==> src/rtl/serial_to_parallel_rx.sv <==
// rtl/serial_to_parallel_rx.sv - serial bit stream to WIDTH-bit word receiver with one-entry output register
module serial_to_parallel_rx #(
  parameter int WIDTH = 8
) (
  input  logic             clk,
  input  logic             reset_n,
  input  logic             sin,
  input  logic             sin_valid,
  input  logic             msb_first,
  input  logic             clear,
  output logic [WIDTH-1:0] q,
  output logic             q_valid,
  input  logic             q_ready,
  output logic             overrun,
  output logic             busy
);

  localparam int CW = $clog2(WIDTH);

  logic [WIDTH-1:0] shreg_q, shreg_d;
  logic [CW-1:0]    bit_cnt_q, bit_cnt_d;
  logic             dir_q, dir_d;
  logic [WIDTH-1:0] q_q, q_d;
  logic             q_valid_q, q_valid_d;
  logic             overrun_q, overrun_d;

  logic [WIDTH-1:0] word;
  logic             dir_eff, accept, last_bit, complete, load, drain;

  always_comb begin
    // Direction comes from msb_first only on the first bit; later bits use the latched value.
    dir_eff  = (bit_cnt_q == '0) ? msb_first : dir_q;
    word     = dir_eff ? {shreg_q[WIDTH-2:0], sin} : {sin, shreg_q[WIDTH-1:1]};
    accept   = sin_valid & ~clear;
    last_bit = (bit_cnt_q == CW'(WIDTH - 1));
    complete = accept & last_bit;
    drain    = q_valid_q & q_ready;
    load     = complete & (~q_valid_q | q_ready);

    shreg_d   = shreg_q;
    bit_cnt_d = bit_cnt_q;
    dir_d     = dir_q;
    q_d       = q_q;
    q_valid_d = q_valid_q;
    overrun_d = overrun_q;

    if (clear) begin
      shreg_d   = '0;
      bit_cnt_d = '0;
      overrun_d = 1'b0;
    end else if (accept) begin
      shreg_d   = word;
      dir_d     = dir_eff;
      bit_cnt_d = last_bit ? '0 : bit_cnt_q + CW'(1);
    end

    if (load) begin
      q_d       = word;
      q_valid_d = 1'b1;
    end else if (drain) begin
      q_valid_d = 1'b0;
    end

    if (complete && !load) begin
      overrun_d = 1'b1;
    end
  end

  always_ff @(posedge clk or negedge reset_n) begin
    if (!reset_n) begin
      shreg_q   <= '0;
      bit_cnt_q <= '0;
      dir_q     <= 1'b0;
      q_q       <= '0;
      q_valid_q <= 1'b0;
      overrun_q <= 1'b0;
    end else begin
      shreg_q   <= shreg_d;
      bit_cnt_q <= bit_cnt_d;
      dir_q     <= dir_d;
      q_q       <= q_d;
      q_valid_q <= q_valid_d;
      overrun_q <= overrun_d;
    end
  end

  assign q       = q_q;
  assign q_valid = q_valid_q;
  assign overrun = overrun_q;
  assign busy    = (bit_cnt_q != '0);

endmodule

==> config.mk <==
export PLATFORM = sky130hd
export DESIGN_NAME = serial_to_parallel_rx
export DESIGN_NICKNAME = d
export VERILOG_FILES = /design/src/rtl/serial_to_parallel_rx.sv
export SDC_FILE = /design/constraint.sdc
export NUM_CORES = 1
export LEC_CHECK = 0
export ABC_AREA = 0
export BUFFER_PORTS_ARGS = -buffer_cell sky130_fd_sc_hd__buf_4
export CAP_MARGIN = 10
export CORE_AREA = 2 2 56 58
export CTS_CLUSTER_DIAMETER = 30
export DETAILED_ROUTE_END_ITERATION = 10
export DIE_AREA = 0 0 58 60
export MAX_ROUTING_LAYER = met4
export SLEW_MARGIN = 25
export SYNTH_ARGS = -nofsm -noshare
export SYNTH_HDL_FRONTEND = slang
export SYNTH_SLANG_ARGS = --single-unit
==> constraint.sdc <==
create_clock -name clk -period 3.4 [get_ports clk]
set_input_delay 0.68 -clock clk [delete_from_list [all_inputs] [get_ports clk]]
set_output_delay 0.68 -clock clk [all_outputs]
set_load 0.05 [all_outputs]
Word-level counts from Yosys, hierarchy flattened

Cells that the tools add are included.

Flip-flop bits (word level): 22
Bits in latches: 0
RAM bits: 0
Bits in read-only memories: 0
Input bits: 7
Output and inout bits: 11
Logic and storage cells: 34
Memories kept: 0

Add/sub/neg operators: 1
Multipliers: 0
Divide/modulo/power cells: 0
$lt $le $gt $ge: 0
Eq/ne operators: 1
Shift operators: 0
Multiplexer cells: 11
Bitwise logic cells: 7
Reduce and logical (&&, ||, !) cells: 8

Operators by type and width:

| cell                                                           | count |
|---|---|
| 8-bit 2-to-1 mux                                               | 3 |
| 3-bit 2-to-1 mux                                               | 3 |
| 2-bit nonzero test                                             | 3 |
| 1-bit 2-to-1 mux                                               | 5 |
| 1-bit AND                                                      | 4 |
| 3-bit by 1-bit adder with 3-bit output (second input constant) | 1 |
| 3-bit == test (second input constant)                          | 1 |
| 3-bit logical NOT                                              | 1 |
| 3-bit nonzero test                                             | 1 |
| 1-bit inverter                                                 | 2 |
| 2-bit AND reduction                                            | 1 |
| 1-bit logical AND                                              | 1 |
| 1-bit logical NOT                                              | 1 |
| 1-bit bitwise OR                                               | 1 |

Logic depth before layout (Yosys ltp)

Depth in word-level cells: 7
Depth in mapped cells: 7
Gate-level depth less buffers: 6

Least setup slack after synthesis

OpenSTA, ideal clock, no wires.

Kind: register -> output
Start: reg bit_cnt_q[0]
End: out busy
Arrival: 1.048 ns
Required time: 2.720 ns
Setup slack: 1.672 ns
Stages on the path, launching flop included: 6
Path buffers: 1
Cell sequence: dfrtp_1 inv_1 ha_1 nor2b_2 buf_6 inv_8

Word-level cells in the longest chain between the ends: 1

Ends and longest elaborated chain:

| item                     | RTL line | source |
|---|---|---|
| start: declaration       | 21       | `logic [CW-1:0] bit_cnt_q, bit_cnt_d;` |
| start signal: assignment | 79       | `bit_cnt_q <= bit_cnt_d;` |
| 3-bit nonzero test       | 90       | `assign busy = (bit_cnt_q != '0);` |
| end: declaration         | 15       | `output logic busy` |

Every way passes these cells.

Final worst setup path

Ends and elaborated chain as after synthesis.

==> results.py <==
metrics = {
    "run_status": {
        "outcome": "completed",
    },
    "clock_network": {
        "cts_tree": "built",
        "postCtsSetupBuffers": 0,
        "clkSinkCount": 22,
        "htreeDepth": 1,
        "numCtsBuffers": 3,
        "ctsResizeCount": 0,
        "ctsRootBufferMaster": "clkbuf_4",
        "clock_latency_ns": 0.31,
        "cts_buffer_depth": 2,
        "hold_buffers": 0,
        "path_clk_slew_ns": 0.13,
    },
    "sta": {
        "tightest_slew_ns": 0.5225,
        "worst_slack_ns": 0.8298,
        "hold_viol": 0,
        "rsz0062_at_grt": "no",
        "setup_viol": 0,
        "finalMaxSlewViolations": 0,
        "period_minus_slack_ns": 2.570,
        "fin_crit_sh_pct": 75.59,
        "finalSetupTns_ns": 0,
        "max_slew_margin_pct": 65.01,
        "timing.fmax_ghz": 0.3891,
        "fin_skew_ns": 0.005652,
    },
    "power": {
        "swShare_pct": 30.46,
        "p_comb_share_pct": 20.2,
        "ir_drop_uv": 210.9,
        "p_sw_w": 0.0001692,
        "p_leak_nw": 0.6405,
        "intPower_w": 0.0003863,
        "p_seq_share_pct": 53.7,
        "finalPower_w": 0.0005555,
        "clkPwrFrac_pct": 26.1,
        "p_per_area_nw_per_um2": 395.0,
    },
    "setup_path": {
        "critPathKind": "flop to primary output",
        "timing.rr.end": "dir_q",
        "rr_worst_depth": 6,
        "crit_cells": 5,
        "cp.arrival_ns": 1.89,
        "path_cells": "inv_1, ha_1, nor2b_2, inv_8, buf_4",
        "worstSetupEndpoint": "busy",
        "slowest_delay_ns": 0.52,
        "start_kind": "flop",
        "crit_path_end_kind": "primary output",
        "slowest_stage": "nor2b_2",
        "startpoint": "bit_cnt_q[0]",
        "rrSetupSlack_ns": 1.40,
        "cp_max_fo": 10,
        "critical_path_required_ns": 2.72,
        "path_delay_family": "simple AND/OR/NAND/NOR gates",
        "worst-path-buf-inv": 3,
        "timing.rr.start": "bit_cnt_q[0]",
    },
    "finish": {
        "n_antenna_cell": 0,
        "drive_gt1_share_pct": 20.14,
        "stdcell_count": 172,
        "area_growth_pct": 12.06,
        "post-route-cell-area_um2": 1406,
        "nNetsFinal": 150,
    },
    "routing": {
        "initialDrtViolationCount": 25,
        "routed-via-count": 1005,
        "dr.pass1.iters": 4,
        "ant_nets": 0,
        "viasPerCell": 5.843,
        "drcViolationCount": 0,
        "finalWirelength_um": 2805,
        "wire_per_inst_um": 16.31,
    },
    "floorplanning": {
        "design.portCount": 18,
        "rows": 20,
        "fp.dieW_um": 58,
        "fp.dieArea_um2": 3480,
        "start_util_pct": 43.23,
        "coreArea_um2": 2903,
        "dieHeight_um": 60,
    },
    "placed_design": {
        "preCtsSetupSlack_ns": 1.195,
        "port_buffers": 17,
        "dp.cells": 168,
        "gp_congestion": 0.7463,
        "dpl_cell_area_um2": 1370,
        "dp_hpwl_um": 1884,
    },
    "global_routing": {
        "grt_pass1_vias": 952,
        "grt_max_degree": 23,
        "grt-ovfl-total": 0,
        "grt.total_usage_pct": 18.77,
        "antenna_found_initial": 0,
        "grt_pass1_wl_um": 4816,
    },
    "synth": {
        "ys_seq_area_share_pct": 43.87,
        "syn_inst": 126,
        "synth_seq_cells": 22,
        "netlist_area_um2": 1255,
        "yosysUniqueCellTypes": 28,
        "synth_warnings": 0,
        "syn_avg_cell_area_um2": 9.960,
        "synth_fp_nets": 136,
    },
    "flow_run": {
        "max-cap-violations": 0,
    },
    "min_path": {
        "hold_class": "primary input to asynchronous set/reset pin",
    },
}
==> cells in the final DEF (no fill, tap or decap), types with 2 or more instances in the layout <==
cell type  instances
o21ai_0            7
nor4bb_1           5
buf_4             18
mux2i_1            2
ha_1               3
and2_1             9
a21oi_1            8
nor2_1            12
and4bb_2           3
a311oi_1           8
nor2b_1            7
inv_1              4
dfrtp_1           22
clkbuf_4           3
a31oi_1           16
==> cell type report <==
type | instances | area (um^2)
fillers | 293 | 1496
multi-input cells | 90 | 616.8
flip-flops and latches | 22 | 550.5
repair buffers | 18 | 135.1
well taps | 33 | 41.29
clock buffers | 4 | 36.28
inverters | 5 | 26.28
==> how the worst min path moves through the flow <==
stage               startpoint           end  slack (ns)  cells past startpoint
CTS                    reset_n    shreg_q[2]        0.24                      1
global placement       overrun       overrun        0.48                      2
global route           reset_n          q[1]        0.24                      1
finish                 reset_n    shreg_q[2]        0.24                      1
floorplan              reset_n  bit_cnt_q[0]        0.38                      0
detailed placement     overrun       overrun        0.52                      2
==> cell usage after synthesis <==
cell type	n	area, um^2
xnor2_1	1	8.760
buf_4	1	7.510
a31oi_1	16	100.1
inv_8	1	11.26
nor3b_2	1	12.51
buf_6	3	33.78
ha_1	3	37.54
clkbuf_1	4	15.01
and4bb_2	3	37.54
o21ai_1	1	5.000
nor2_1	12	45.04
nand2b_1	1	6.260
a21oi_1	8	40.04
o21ai_0	7	35.03
and2_1	9	56.30
nor2b_2	1	8.760
and2b_1	1	7.510
nand2_1	1	3.750
a41oi_1	1	8.760
nor4bb_1	5	50.05
dfrtp_1	22	550.5
a311oi_1	8	70.07
mux2i_1	2	20.02
clkbuf_2	1	5.000
and3b_1	1	8.760
mux2_1	1	11.26
inv_1	4	15.01
nor2b_1	7	43.79
==> registers in the layout, indices dropped and copies added (netlist names) <==
register	flops
bit_cnt_q	3
dir_q	1
overrun	1
q	8
q_valid	1
shreg_q	8
==> through the flow <==
step | hold slack [ns] | util, %
final | 0.2408 | 48.45
after global placement | 0.4831 | 47.20
after CTS | 0.2409 | 48.45
after detailed placement | 0.5212 | 47.20
after global routing | 0.2355 | 48.45
after floorplan | 0.3844 | -
==> cell families (layout without fill, tap and decap cells) <==
family,after synthesis,after routing,share of synthesized area [%]
AND/OR/NAND/NOR,42,42,22.33
AO/OA/AOI/OAI,41,41,20.64
flip-flops,22,22,43.87
buffers and inverters,14,27,6.978
adder cells (fa/ha/maj),3,3,2.991
multiplexers,3,3,2.493
XOR/XNOR,1,1,0.6980
==> metal layers <==
layer	GRT usage, %	vias up	share of wire [%]
li1	-	495	-
met1	27.31	479	49
met2	27.44	27	46
met3	1.948	4	3.9
met4	5.980	0	1.1
met5	-	-	0
==> power by group through the flow <==
stage	combinational (W)	sequential, W	clock, W
after floorplan	0.0000883	0.000296	0
after global placement	0.000109	0.000302	0
after detailed placement	0.000112	0.000303	0
after CTS	0.000113	0.000298	0.000151
after global routing	0.000126	0.000303	0.000163
final	0.000112	0.000298	0.000145
(Power assumes the default switching activity.)
